===== src/rtl/hash_result_streamer.sv =====
// rtl/hash_result_streamer.sv - times one hash run, captures digest and cycle count, streams them as a byte record
// Record layout: digest MSB first, cycle count MSB first, then status byte (0xA5 ok / 0xE1 timeout).
module hash_result_streamer #(
  parameter int HASH_WIDTH = 128,
  parameter int CNT_WIDTH  = 32,
  parameter int TIMEOUT    = 1048576
) (
  input  logic                  clk,
  input  logic                  rst,
  input  logic                  start_i,
  input  logic                  end_i,
  input  logic [HASH_WIDTH-1:0] hash_i,
  output logic [7:0]            byte_o,
  output logic                  byte_valid_o,
  input  logic                  byte_ready_i,
  output logic                  busy_o,
  output logic                  done_o,
  output logic                  timeout_o,
  output logic [CNT_WIDTH-1:0]  cycles_o
);

  localparam int RECORD_BYTES = HASH_WIDTH / 8 + CNT_WIDTH / 8 + 1;
  localparam int REC_W        = RECORD_BYTES * 8;
  localparam int IDX_W        = $clog2(RECORD_BYTES);

  localparam logic [CNT_WIDTH-1:0] CNT_LAST    = CNT_WIDTH'(TIMEOUT - 1);
  localparam logic [CNT_WIDTH-1:0] CNT_TIMEOUT = CNT_WIDTH'(TIMEOUT);
  localparam logic [IDX_W-1:0]     IDX_LAST    = IDX_W'(RECORD_BYTES - 1);
  localparam logic [7:0]           STATUS_OK   = 8'hA5;
  localparam logic [7:0]           STATUS_TO   = 8'hE1;

  typedef enum logic [1:0] {IDLE, RUN, SEND, DONE} state_t;

  state_t               state;
  logic [CNT_WIDTH-1:0] counter;
  logic [IDX_W-1:0]     index;
  logic [REC_W-1:0]     rec_q;
  logic [REC_W-1:0]     rec_load;

  // end_i takes priority over a simultaneous timeout, so the ok record is built whenever end_i is high
  always_comb begin
    rec_load = '0;
    if (end_i) begin
      rec_load = {hash_i, counter, STATUS_OK};
    end else begin
      rec_load = {{HASH_WIDTH{1'b0}}, CNT_TIMEOUT, STATUS_TO};
    end
  end

  always_ff @(posedge clk or negedge rst) begin
    if (!rst) begin
      state        <= IDLE;
      counter      <= '0;
      index        <= '0;
      rec_q        <= '0;
      byte_o       <= 8'h00;
      byte_valid_o <= 1'b0;
      busy_o       <= 1'b0;
      done_o       <= 1'b0;
      timeout_o    <= 1'b0;
      cycles_o     <= '0;
    end else begin
      case (state)
        IDLE: begin
          done_o <= 1'b0;
          if (start_i) begin
            state     <= RUN;
            counter   <= '0;
            timeout_o <= 1'b0;
            busy_o    <= 1'b1;
          end
        end

        RUN: begin
          if (end_i || counter == CNT_LAST) begin
            // rec_q keeps only the bytes still to be presented; the first one goes straight to byte_o
            state        <= SEND;
            index        <= '0;
            cycles_o     <= end_i ? counter : CNT_TIMEOUT;
            timeout_o    <= !end_i;
            byte_o       <= rec_load[REC_W-1 -: 8];
            byte_valid_o <= 1'b1;
            rec_q        <= {rec_load[REC_W-9:0], 8'h00};
          end else begin
            counter <= counter + 1'b1;
          end
        end

        SEND: begin
          if (byte_valid_o && byte_ready_i) begin
            if (index == IDX_LAST) begin
              state        <= DONE;
              byte_valid_o <= 1'b0;
              byte_o       <= 8'h00;
              busy_o       <= 1'b0;
              done_o       <= 1'b1;
            end else begin
              index  <= index + 1'b1;
              byte_o <= rec_q[REC_W-1 -: 8];
              rec_q  <= {rec_q[REC_W-9:0], 8'h00};
            end
          end
        end

        DONE: begin
          done_o <= 1'b0;
          state  <= IDLE;
        end

        default: state <= IDLE;
      endcase
    end
  end

endmodule


===== config.mk =====
export PLATFORM = sky130hd
export DESIGN_NAME = hash_result_streamer
export DESIGN_NICKNAME = d
export VERILOG_FILES = /design/src/rtl/hash_result_streamer.sv
export SDC_FILE = /design/constraint.sdc
export NUM_CORES = 1
export LEC_CHECK = 0
export ABC_CLOCK_PERIOD_IN_PS = 5150
export BUFFER_PORTS_ARGS = -buffer_cell sky130_fd_sc_hd__buf_4
export CORE_ASPECT_RATIO = 1.25
export CORE_MARGIN = 1.5
export CORE_UTILIZATION = 40
export DETAILED_ROUTE_END_ITERATION = 10
export GPL_TIMING_DRIVEN = 0
export PLACE_DENSITY = 0.69
export RECOVER_POWER = 50
export SETUP_SLACK_MARGIN = 0.1
export SLEW_MARGIN = 15
export SYNTH_ARGS = -nofsm -noshare
export SYNTH_HDL_FRONTEND = slang
export SYNTH_SLANG_ARGS = --single-unit

===== constraint.sdc =====
create_clock -name clk -period 5.15 [get_ports clk]
set_input_delay 1.03 -clock clk [delete_from_list [all_inputs] [get_ports clk]]
set_output_delay 1.03 -clock clk [all_outputs]
set_load 0.005 [all_outputs]

==> results of run 1 <==
-- cell families after synthesis --
family                   Yosys count  synth area share
AO/OA/AOI/OAI                    600             0.342
adder cells (fa/ha/maj)            6           0.00675
buffers and inverters            129            0.0475
multiplexers                       7           0.00664
flip-flops                       238             0.536
AND/OR/NAND/NOR                  128            0.0615
-- synthesized netlist by cell type, drive strengths merged, types with 7 or more instances --
cell type,n
nand3,25
nor2,16
inv,13
buf,10
a22o,33
o311ai,7
nand2,33
a22oi,156
dfrtp,238
a21oi,10
nand4,8
and2,8
clkbuf,105
o31ai,12
o21ai,346
nor4,7
-- critical path, delay by kind of cell, from the launching register on --
kind | cells | cell delay (ns)
compound gates | 2 | 0.35
flops | 1 | 0.38
simple gates | 1 | 0.15
fa+ha+maj | 1 | 0.19
buf+inv | 5 | 1.82
-- cell type report --
class	count	share of cell area
repair buffers	178	0.0978
flip-flops and latches	238	0.433
clock buffers	33	0.0520
multi-input cells	741	0.337
well taps	350	0.0318
inverters	14	0.00382
plain buffers	115	0.0346
clock inverters	12	0.0104
-- registers in the layout, summed over array words and instances, names as in the netlist --
signal	count
rec_q	155
timeout_o	1
done_o	1
byte_o	8
byte_valid_o	1
state	2
cycles_o	32
busy_o	1
counter	32
index	5
-- worst min-delay path by stage --
stage / start / cells after the start / endpoint
global route: cycles_o[1] / 1 / cycles_o[1]
CTS: rst / 1 / rec_q[120]
detailed placement: rec_q[14] / 1 / rec_q[14]
finish: cycles_o[2] / 1 / cycles_o[2]
floorplan: rec_q[14] / 1 / rec_q[14]
global placement: rec_q[14] / 1 / rec_q[14]
-- through the flow --
step | utilization | hold slack, ns | worst slack (ns)
after floorplan | - | 0.457 | 2.86
after detailed placement | 0.471 | 0.481 | 1.91
after CTS | 0.502 | 0.404 | 2.20
after global routing | 0.501 | 0.522 | 1.85
final | 0.501 | 0.506 | 2.19
after global placement | 0.469 | 0.481 | 1.13
-- layer usage --
metal,share of wire,wire length [µm],up-vias,global-route usage
met5,0,0,-,0
met2,0.49,16600,376,0.397
met1,0.41,13900,4932,0.296
met3,0.066,2220,74,0.0346
met4,0.028,943,0,0.0717
li1,-,-,4634,-
-- power by group --
part / internal [mW] / switching, mW / total, mW
Clock: 1.13 / 0.760 / 1.89
Combinational: 0.812 / 1.62 / 2.43
Sequential: 2.32 / 0.277 / 2.60
==> summary.txt, run 1 <==
Clock network
  – Worst-Skew Late Latency: 0.53 ns
  – Clock Path Buffers: 3
  – Post-CTS Setup Bufs: 0
  – Clock root buffer: clkbuf_16
  – Num CTS Buffers: 25
  – Clock-pin slew on the worst setup and hold paths: 0.07 ns
  – Number of H-tree levels: 1
  – CTS tree: yes
  – CTS sink cnt: 238
  – CTS resizes: 0
  – Cts hold-fix bufs: 0

Routing
  – First drt pass iteration count: 5
  – Routed wire length: 33.6 mm
  – Drc violations: 0
  – DR vias/cell: 5.96
  – Routed Antenna Nets: 0
  – Vias: 10000
  – Initial DRC count: 704
  – DR WL/cell: 20.0 µm

Yosys
  – Synthesis Warnings: 0
  – Area share of the largest cell type after synthesis: 0.536
  – Post-synth EDFFs: 0
  – Yosys reg bits: 238
  – Synthesized area per cell: 10.0 µm²
  – Distinct cells, synth: 61
  – Syn Std Cell Area: 0.0111 mm²
  – Ranking of synthesized cells by area: dfrtp_1 (54%), o21ai_0 (15%), a22oi_1 (11%)
  – Ys flop type: dfrtp_1
  – Leading area contributor after synthesis: dfrtp_1
  – Sequential fraction of the synthesis area: 0.536
  – FFs w/ async S/R, synth: 1.00
  – Syn_nets: 1247
  – Synthesized instance count: 1108

Timing
  – Final min period: 2.96 ns
  – F_max: 338 MHz
  – Slew headroom: -0.810
  – Post-route clock period utilization: 0.575
  – Final setup TNS: 0 ns
  – Final Skew: 0.0223 ns
  – Final Slew Violations: 44
  – Final setup violation count: 0
  – Worst Tran Pin Value: 2.71 ns
  – Unrepaired setup endpoints after global routing: false
  – Final Hold Fails: 0

GRT
  – Overflow after GRT: 0
  – Total GRT Usage: 0.230
  – Initial antenna violation count: 0
  – Largest net degree at the start of global routing: 103
  – Number of global-route vias before repair: 10100
  – Global-route wire length before repair: 54.0 mm

Die
  – Initial Util: 0.405
  – Core Rows: 68
  – Area of the core: 0.0275 mm²
  – Die Wd: 152 µm
  – Die height: 189 µm
  – Top Ports: 177
  – Die ar.: 0.0288 mm²

Setup path
  – CP required: 5.61 ns
  – Worst path max stage delay: 0.55 ns
  – Reg2Reg Setup Slack: 2.19 ns
  – Setup crit end: rec_q[165]
  – R2R depth: 9
  – Startpoint Class: flip-flop
  – Worst EP arrival: 3.42 ns
  – Setup Crit Path Kind: reg2reg
  – Worst Setup SP: state[0]
  – Cells along the critical path: inv_1 -> ha_1 -> clkbuf_1 -> nor2b_1 -> clkbuf_1 -> clkbuf_1 -> clkbuf_1 -> a22oi_1 -> o21ai_2
  – Crit-path most repeated cell: clkbuf_1
  – Worst R2R Start: state[0]
  – Highest-delay cell along the critical path: clkbuf_1
  – Critical path endpoint category: flip-flop
  – Crit Reg-Reg Endpoint: rec_q[165]
  – Crit path max fanout: 10

Finish
  – Fillers: 2589
  – Multi-input gate area: 0.00463 mm²
  – Commonest non-fill, non-tap cell in the layout: o21ai_0
  – Final instance area: 0.0138 mm²
  – Synth-to-Final Area Change: 23.8%
  – # diodes: 0
  – Layout cells sized above 1: 0.186
  – Most frequent cells in the layout: o21ai_0 (333), dfrtp_1 (238), a22oi_1 (156)
  – Fin nets: 1452
  – FF+latch area: 0.00596 mm²
  – Non-filler cells, final: 1681

Placement
  – Placed Area: 0.0129 mm²
  – Gp weighted congestion: 0.860
  – Port buffer count: 176
  – DP HPWL: 23.8 mm
  – Post-Place Cells: 1636

Power
  – Pleak: 5.85 nW
  – Cell Pwr Density: 503 mW/mm²
  – Total Power: 6.92 mW
  – Peak supply drop: 307 µV

Job
  – Max cap viols: 1

Run status
  – Status: complete, but fails checks
  – Violated checks: max-capacitance violations, max-slew violations

Min path
  – Hold Crit Class: reg2reg
Note: power is estimated with default switching activity, not from simulation.
==> run 2: changes to the inputs <==
--- a/config.mk
+++ b/config.mk
@@ -5,7 +5,7 @@
 export SDC_FILE = /design/constraint.sdc
 export NUM_CORES = 1
 export LEC_CHECK = 0
-export ABC_CLOCK_PERIOD_IN_PS = 5150
+export ABC_CLOCK_PERIOD_IN_PS = 2900
 export BUFFER_PORTS_ARGS = -buffer_cell sky130_fd_sc_hd__buf_4
 export CORE_ASPECT_RATIO = 1.25
 export CORE_MARGIN = 1.5
==> constraint.sdc (replaced) <==
create_clock -name clk -period 2.9 [get_ports clk]
set_input_delay 0.58 -clock clk [delete_from_list [all_inputs] [get_ports clk]]
set_output_delay 0.58 -clock clk [all_outputs]
set_load 0.005 [all_outputs]
==> summary.txt, run 2 (synthesis gave the netlist of run 1 again) <==
Clock network
  – CTS tree: yes
  – Clock-pin slew on the worst setup and hold paths: 0.07 ns (about the same)
  – Number of H-tree levels: 1 (unchanged)
  – CTS sink cnt: 238 (unchanged)
  – Clock Path Buffers: 3 (unchanged)
  – Clock root buffer: clkbuf_16
  – Num CTS Buffers: 25 (unchanged)
  – Worst-Skew Late Latency: 0.52 ns (about the same)

Routing
  – Routed wire length: 33.8 mm (+0.41%)
  – DR vias/cell: 5.97 (+0.13%)
  – Initial DRC count: 758 (+7.7%)
  – Drc violations: 0 (unchanged)
  – Routed Antenna Nets: 0 (unchanged)
  – DR WL/cell: 20.0 µm (+0.12%)
  – First drt pass iteration count: 5 (unchanged)
  – Vias: 10100 (+0.43%)

Placement
  – DP HPWL: 23.8 mm (unchanged)
  – Pre-CTS WS: -0.0293 ns (-1.94 ns)
  – Gp weighted congestion: 0.860 (unchanged)
  – Port buffer count: 176 (unchanged)
  – Post-Place Cells: 1636 (unchanged)

Timing
  – Post-route clock period utilization: 0.894 (+0.319)
  – F_max: 386 MHz (+14%)
  – Worst setup margin: 0.309 ns (-1.88 ns)
  – Worst Tran Pin Value: 1.15 ns (-1.56 ns)
  – Final setup violation count: 0 (unchanged)
  – Final Slew Violations: 0 (-100%)
  – Final Skew: 0.0183 ns (-0.00407 ns)
  – Slew headroom: 0.231 (+1.04)
  – Final Hold Fails: 0 (unchanged)
  – Final min period: 2.59 ns (-0.368 ns)
  – Unrepaired setup endpoints after global routing: false

GRT
  – Overflow after GRT: 0 (unchanged)
  – Global-route wire length before repair: 54.0 mm (about the same)
  – Initial antenna violation count: 0 (unchanged)
  – Total GRT Usage: 0.230 (about the same)
  – Largest net degree at the start of global routing: 103 (unchanged)
  – Number of global-route vias before repair: 10100 (+0.070%)

Die
  – Area of the core: 0.0275 mm² (unchanged)
  – Core Rows: 68 (unchanged)
  – Initial Util: 0.405 (unchanged)
  – Die height: 189 µm (unchanged)
  – Die Wd: 152 µm (unchanged)
  – Top Ports: 177 (unchanged)
  – Die ar.: 0.0288 mm² (unchanged)

Min path
  – Hold Crit Class: in2reg

Finish
  – Most frequent cells in the layout: o21ai_0 (333), dfrtp_1 (238), buf_4 (158)
  – Synth-to-Final Area Change: 23.9%
  – Fin nets: 1457 (+0.34%)
  – # diodes: 0 (unchanged)
  – Most flop-heavy register: rec_q
  – Commonest non-fill, non-tap cell in the layout: o21ai_0
  – Biggest regs: rec_q: 155 flops, counter: 32 flops, cycles_o: 32 flops
  – Layout cells sized above 1: 0.195 (+0.00904)
  – Non-filler cells, final: 1686 (+0.30%)
  – Max FFs per register: 155 (unchanged)

Power
  – Cell Pwr Density: 896 mW/mm² (+78%)
  – Pleak: 5.89 nW (+0.59%)
  – Total Power: 12.3 mW (+78%)
  – Peak supply drop: 543 µV (+77%)

Setup path
  – Worst EP arrival: 3.01 ns (-0.41 ns)
  – Critical path endpoint category: flip-flop
  – CP required: 3.31 ns (-2.30 ns)
  – Startpoint Class: flip-flop
  – Setup Crit Path Kind: reg2reg
  – Crit path max fanout: 10 (unchanged)

Run status
  – Status: finished, final reports clean

Job
  – Max cap viols: 0 (-1)
[run 2: final cells by class]
| class | instances | area, µm² |
|---|---|---|
| timing repair buffer | 183 | 1360 |
| clock buffer | 33 | 716 |
| tap | 350 | 438 |
| buffer | 115 | 485 |
| sequential | 238 | 5960 |
| fill | 2594 | 13700 |
| inverter | 14 | 52.6 |
| multi-input combinational | 741 | 4630 |
| clock inverter | 12 | 143 |
[run 2: timing repair]
item	4_1_cts	5_1_grt
hold endpoints to repair	43	0
setup buffers	0	4
hold buffers	1	0
setup endpoints to repair	79	165
gates resized for setup	1	14
pin swaps	0	2
[run 2: stage by stage]
| stage | hold WS [ns] | utilization | TNS [ns] | cell area (µm²) |
|---|---|---|---|---|
| after floorplan | 0.284 | - | 0 | 11100 |
| after global placement | 0.481 | 0.469 | -154.90 | 12900 |
| after detailed placement | 0.481 | 0.471 | -0.0351 | 12900 |
| after CTS | 0.315 | 0.502 | 0 | 13800 |
| after global routing | 0.319 | 0.501 | 0 | 13800 |
| final | 0.331 | 0.501 | 0 | 13800 |
[run 2: worst paths after layout]
| kind | startpoint | end | slack (ns) | depth (start not counted) |
|---|---|---|---|---|
| min in group asynchronous | rst | rec_q[130] | 0.83 | 2 |
| worst min register to register | cycles_o[2] | cycles_o[2] | 0.51 | 1 |
| worst max-delay path | counter[0] | rec_q[100] | 0.31 | 9 |
| worst max register to register | counter[0] | rec_q[100] | 0.31 | 9 |
| worst min-delay path | hash_i[114] | rec_q[162] | 0.33 | 3 |
| max in group asynchronous | rst | rec_q[37] | 0.51 | 3 |
[run 2: where the power goes]
group,total [mW],internal (mW),switching [mW]
registers,4.61,4.12,0.490
clock network,3.35,2.00,1.35
logic,4.38,1.49,2.90
total,12.3,7.61,4.74
[run 2: critical path, stage by stage, from the launching register on]
cell      delay, ns
dfrtp_1        0.47
ha_1           0.27
nand4_2        0.20
nor3_4         0.31
a31oi_4        0.21
or2_1          0.28
buf_6          0.14
buf_6          0.14
clkbuf_1       0.21
o21ai_0        0.24
[run 2: layer usage]
metal / GRT usage / share of wire
met5: 0 / 0
met4: 0.0717 / 0.027
met3: 0.0346 / 0.066
met2: 0.397 / 0.50
met1: 0.296 / 0.41
==> run 3: changes to the inputs <==
--- a/config.mk
+++ b/config.mk
@@ -5,12 +5,14 @@
 export SDC_FILE = /design/constraint.sdc
 export NUM_CORES = 1
 export LEC_CHECK = 0
-export ABC_CLOCK_PERIOD_IN_PS = 2900
+export ABC_CLOCK_PERIOD_IN_PS = 2400
 export BUFFER_PORTS_ARGS = -buffer_cell sky130_fd_sc_hd__buf_4
 export CORE_ASPECT_RATIO = 1.25
 export CORE_MARGIN = 1.5
 export CORE_UTILIZATION = 40
+export CTS_CLUSTER_SIZE = 25
 export DETAILED_ROUTE_END_ITERATION = 10
+export GPL_ROUTABILITY_DRIVEN = 0
 export GPL_TIMING_DRIVEN = 0
 export PLACE_DENSITY = 0.69
 export RECOVER_POWER = 50
==> constraint.sdc (replaced) <==
create_clock -name clk -period 2.4 [get_ports clk]
set_input_delay 0.48 -clock clk [delete_from_list [all_inputs] [get_ports clk]]
set_output_delay 0.48 -clock clk [all_outputs]
set_load 0.005 [all_outputs]
==> summary.txt, run 3 (synthesis gave the netlist of run 1 again) <==
Timing
  – Final Skew: 0.0205 ns (+0.00220 ns)
  – Post-route clock period utilization: 0.945 (+0.0519)
  – Final setup TNS: 0 ns (unchanged)
  – Final min period: 2.27 ns (-0.322 ns)
  – Worst setup margin: 0.131 ns (-0.178 ns)
  – Unrepaired setup endpoints after global routing: true
  – Final Slew Violations: 0 (unchanged)
  – F_max: 441 MHz (+14%)
  – Worst Tran Pin Value: 1.25 ns (+0.0945 ns)
  – Final Hold Fails: 0 (unchanged)
  – Slew headroom: 0.168 (-0.0630)
  – Hold_ws: 0.231 ns (-0.0995 ns)
  – Final setup violation count: 0 (unchanged)

GRT
  – Overflow after GRT: 0 (unchanged)
  – Number of global-route vias before repair: 10200 (+1.5%)
  – Initial antenna violation count: 0 (unchanged)
  – Global-route wire length before repair: 54.6 mm (+1.1%)
  – GR peak layer: met2
  – M1 GR Usage: 0.296 (-0.000549)
  – GRT met2 Usage: 0.400 (+0.00261)
  – Total GRT Usage: 0.232 (+0.00230)
  – Met3 GRT Util: 0.0369 (+0.00229)
  – Largest net degree at the start of global routing: 103 (unchanged)

Routing
  – Drc violations: 0 (unchanged)
  – DR vias/cell: 5.99 (+0.44%)
  – Routed wire length: 34.6 mm (+2.3%)
  – First drt pass iteration count: 5 (unchanged)
  – DR WL/cell: 20.2 µm (+0.97%)
  – Routed Antenna Nets: 0 (unchanged)
  – Vias: 10200 (+1.8%)
  – Initial DRC count: 789 (+4.1%)

Min path
  – Hold Crit Class: in2reg

Power
  – Total Power: 15.5 mW (+26%)
  – Cell Pwr Density: 1080 mW/mm² (+20%)
  – Peak supply drop: 646 µV (+19%)
  – Pleak: 6.27 nW (+6.6%)

Finish
  – Final instance area: 0.0144 mm² (+4.2%)
  – Most frequent cells in the layout: o21ai_0 (308), dfrtp_1 (216), buf_4 (185)
  – Commonest non-fill, non-tap cell in the layout: o21ai_0
  – Synth-to-Final Area Change: 29.2%
  – Fin nets: 1480 (+1.6%)
  – Max FFs per register: 155 (unchanged)
  – Biggest regs: rec_q: 155 flops, counter: 32 flops, cycles_o: 32 flops
  – Final core utilization: 0.522 (+0.0211)
  – Most flop-heavy register: rec_q
  – Layout cells sized above 1: 0.283 (+0.0887)
  – # diodes: 0 (unchanged)
  – Non-filler cells, final: 1709 (+1.4%)

Placement
  – DP HPWL: 23.8 mm (unchanged)
  – Port buffer count: 176 (unchanged)
  – Post-Place Cells: 1636 (unchanged)
  – Placed Area: 0.0129 mm² (unchanged)
  – Pre-CTS WS: -0.529 ns (-0.500 ns)

Setup path
  – Crit path max fanout: 10 (unchanged)
  – Cells along the critical path: buf_4 -> and4_4 -> and3_1 -> buf_4 -> a31oi_4 -> or2_1 -> buf_6 -> buf_12 -> buf_12 -> buf_12 -> o2bb2ai_1
  – Worst Setup SP: counter[8]
  – Reg2Reg Setup Slack: 0.13 ns (-0.18 ns)
  – Crit Reg-Reg Endpoint: rec_q[14]
  – CP required: 2.81 ns (-0.50 ns)
  – CP top delay family: buffers and inverters
  – Highest-delay cell along the critical path: dfrtp_1
  – Crit-path most repeated cell: buf_12
  – Buf+Inv Stages, Crit Path: 6 (+3)
  – Worst path max stage delay: 0.32 ns (-0.15 ns)
  – Setup Crit Path Kind: reg2reg
  – Worst R2R Start: counter[8]
  – Critical path endpoint category: flip-flop
  – R2R depth: 11 (+2)
  – Worst path depth: 11 (+2)
  – Setup crit end: rec_q[14]
  – Worst EP arrival: 2.68 ns (-0.33 ns)
  – Startpoint Class: flip-flop

Clock network
  – Number of H-tree levels: 1 (unchanged)
  – Worst-Skew Late Latency: 0.53 ns (about the same)
  – Clock Path Buffers: 3 (unchanged)
  – CTS tree: yes
  – Clock-pin slew on the worst setup and hold paths: 0.07 ns (about the same)
  – Num CTS Buffers: 25 (unchanged)
  – Clock root buffer: clkbuf_16
  – CTS sink cnt: 238 (unchanged)

Die
  – Core Rows: 68 (unchanged)
  – Die Wd: 152 µm (unchanged)
  – Top Ports: 177 (unchanged)
  – Area of the core: 0.0275 mm² (unchanged)
  – Die ar.: 0.0288 mm² (unchanged)
  – Initial Util: 0.405 (unchanged)
  – Die height: 189 µm (unchanged)

Job
  – Max cap viols: 0 (unchanged)

Run status
  – Status: finished, final reports clean
[run 3: changes by cell type in the layout (fill, tap and decap cells not counted), sizes merged]
| cell | before | now |
|---|---|---|
| inv | 13 | 14 |
| clkbuf | 161 | 157 |
| buf | 169 | 196 |
| clkinv | 10 | 9 |
[run 3: metal layers]
layer  vias up  part of all wire
li1       4698                 -
met1      5024              0.40
met2       427              0.50
met3        92             0.069
met4         0             0.031
met5         -                 0
[run 3: how the worst min path moves through the flow]
stage	to	start	depth (start not counted)	slack, ns
floorplan	busy_o	rst	0	0.18
global placement	rec_q[14]	rec_q[14]	1	0.48
detailed placement	rec_q[131]	rst	1	0.41
CTS	rec_q[162]	hash_i[114]	3	0.21
global route	rec_q[162]	hash_i[114]	3	0.22
finish	rec_q[162]	hash_i[114]	3	0.23
[run 3: layout make-up]
| cell class | instances | area, µm² |
|---|---|---|
| multi-input combinational | 741 | 4760 |
| timing repair buffer | 209 | 1640 |
| fill | 2533 | 13100 |
| inverter | 14 | 55.1 |
| sequential | 238 | 5980 |
| clock inverter | 12 | 143 |
| buffer | 112 | 624 |
| clock buffer | 33 | 716 |
| tap | 350 | 438 |
[run 3: worst min-delay path: cells and delay by family]
| kind | cells | cell delay, ns |
|---|---|---|
| buffers and inverters | 1 | 0.08 |
| AOI/OAI and AO/OA | 2 | 0.16 |
[run 3: power by group]
part	internal (mW)	switching, mW
logic	2.22	3.64
clock network	2.42	1.64
registers	4.99	0.595
[run 3: timing repair]
item                                   in CTS  in global routing
pin swaps                                   6                 10
gates cloned                                0                  3
resized for setup                          76                136
hold buffers                                1                  0
buffers inserted                           13                 14
endpoints found under the hold margin      43                  0
setup endpoints to repair                 229                222
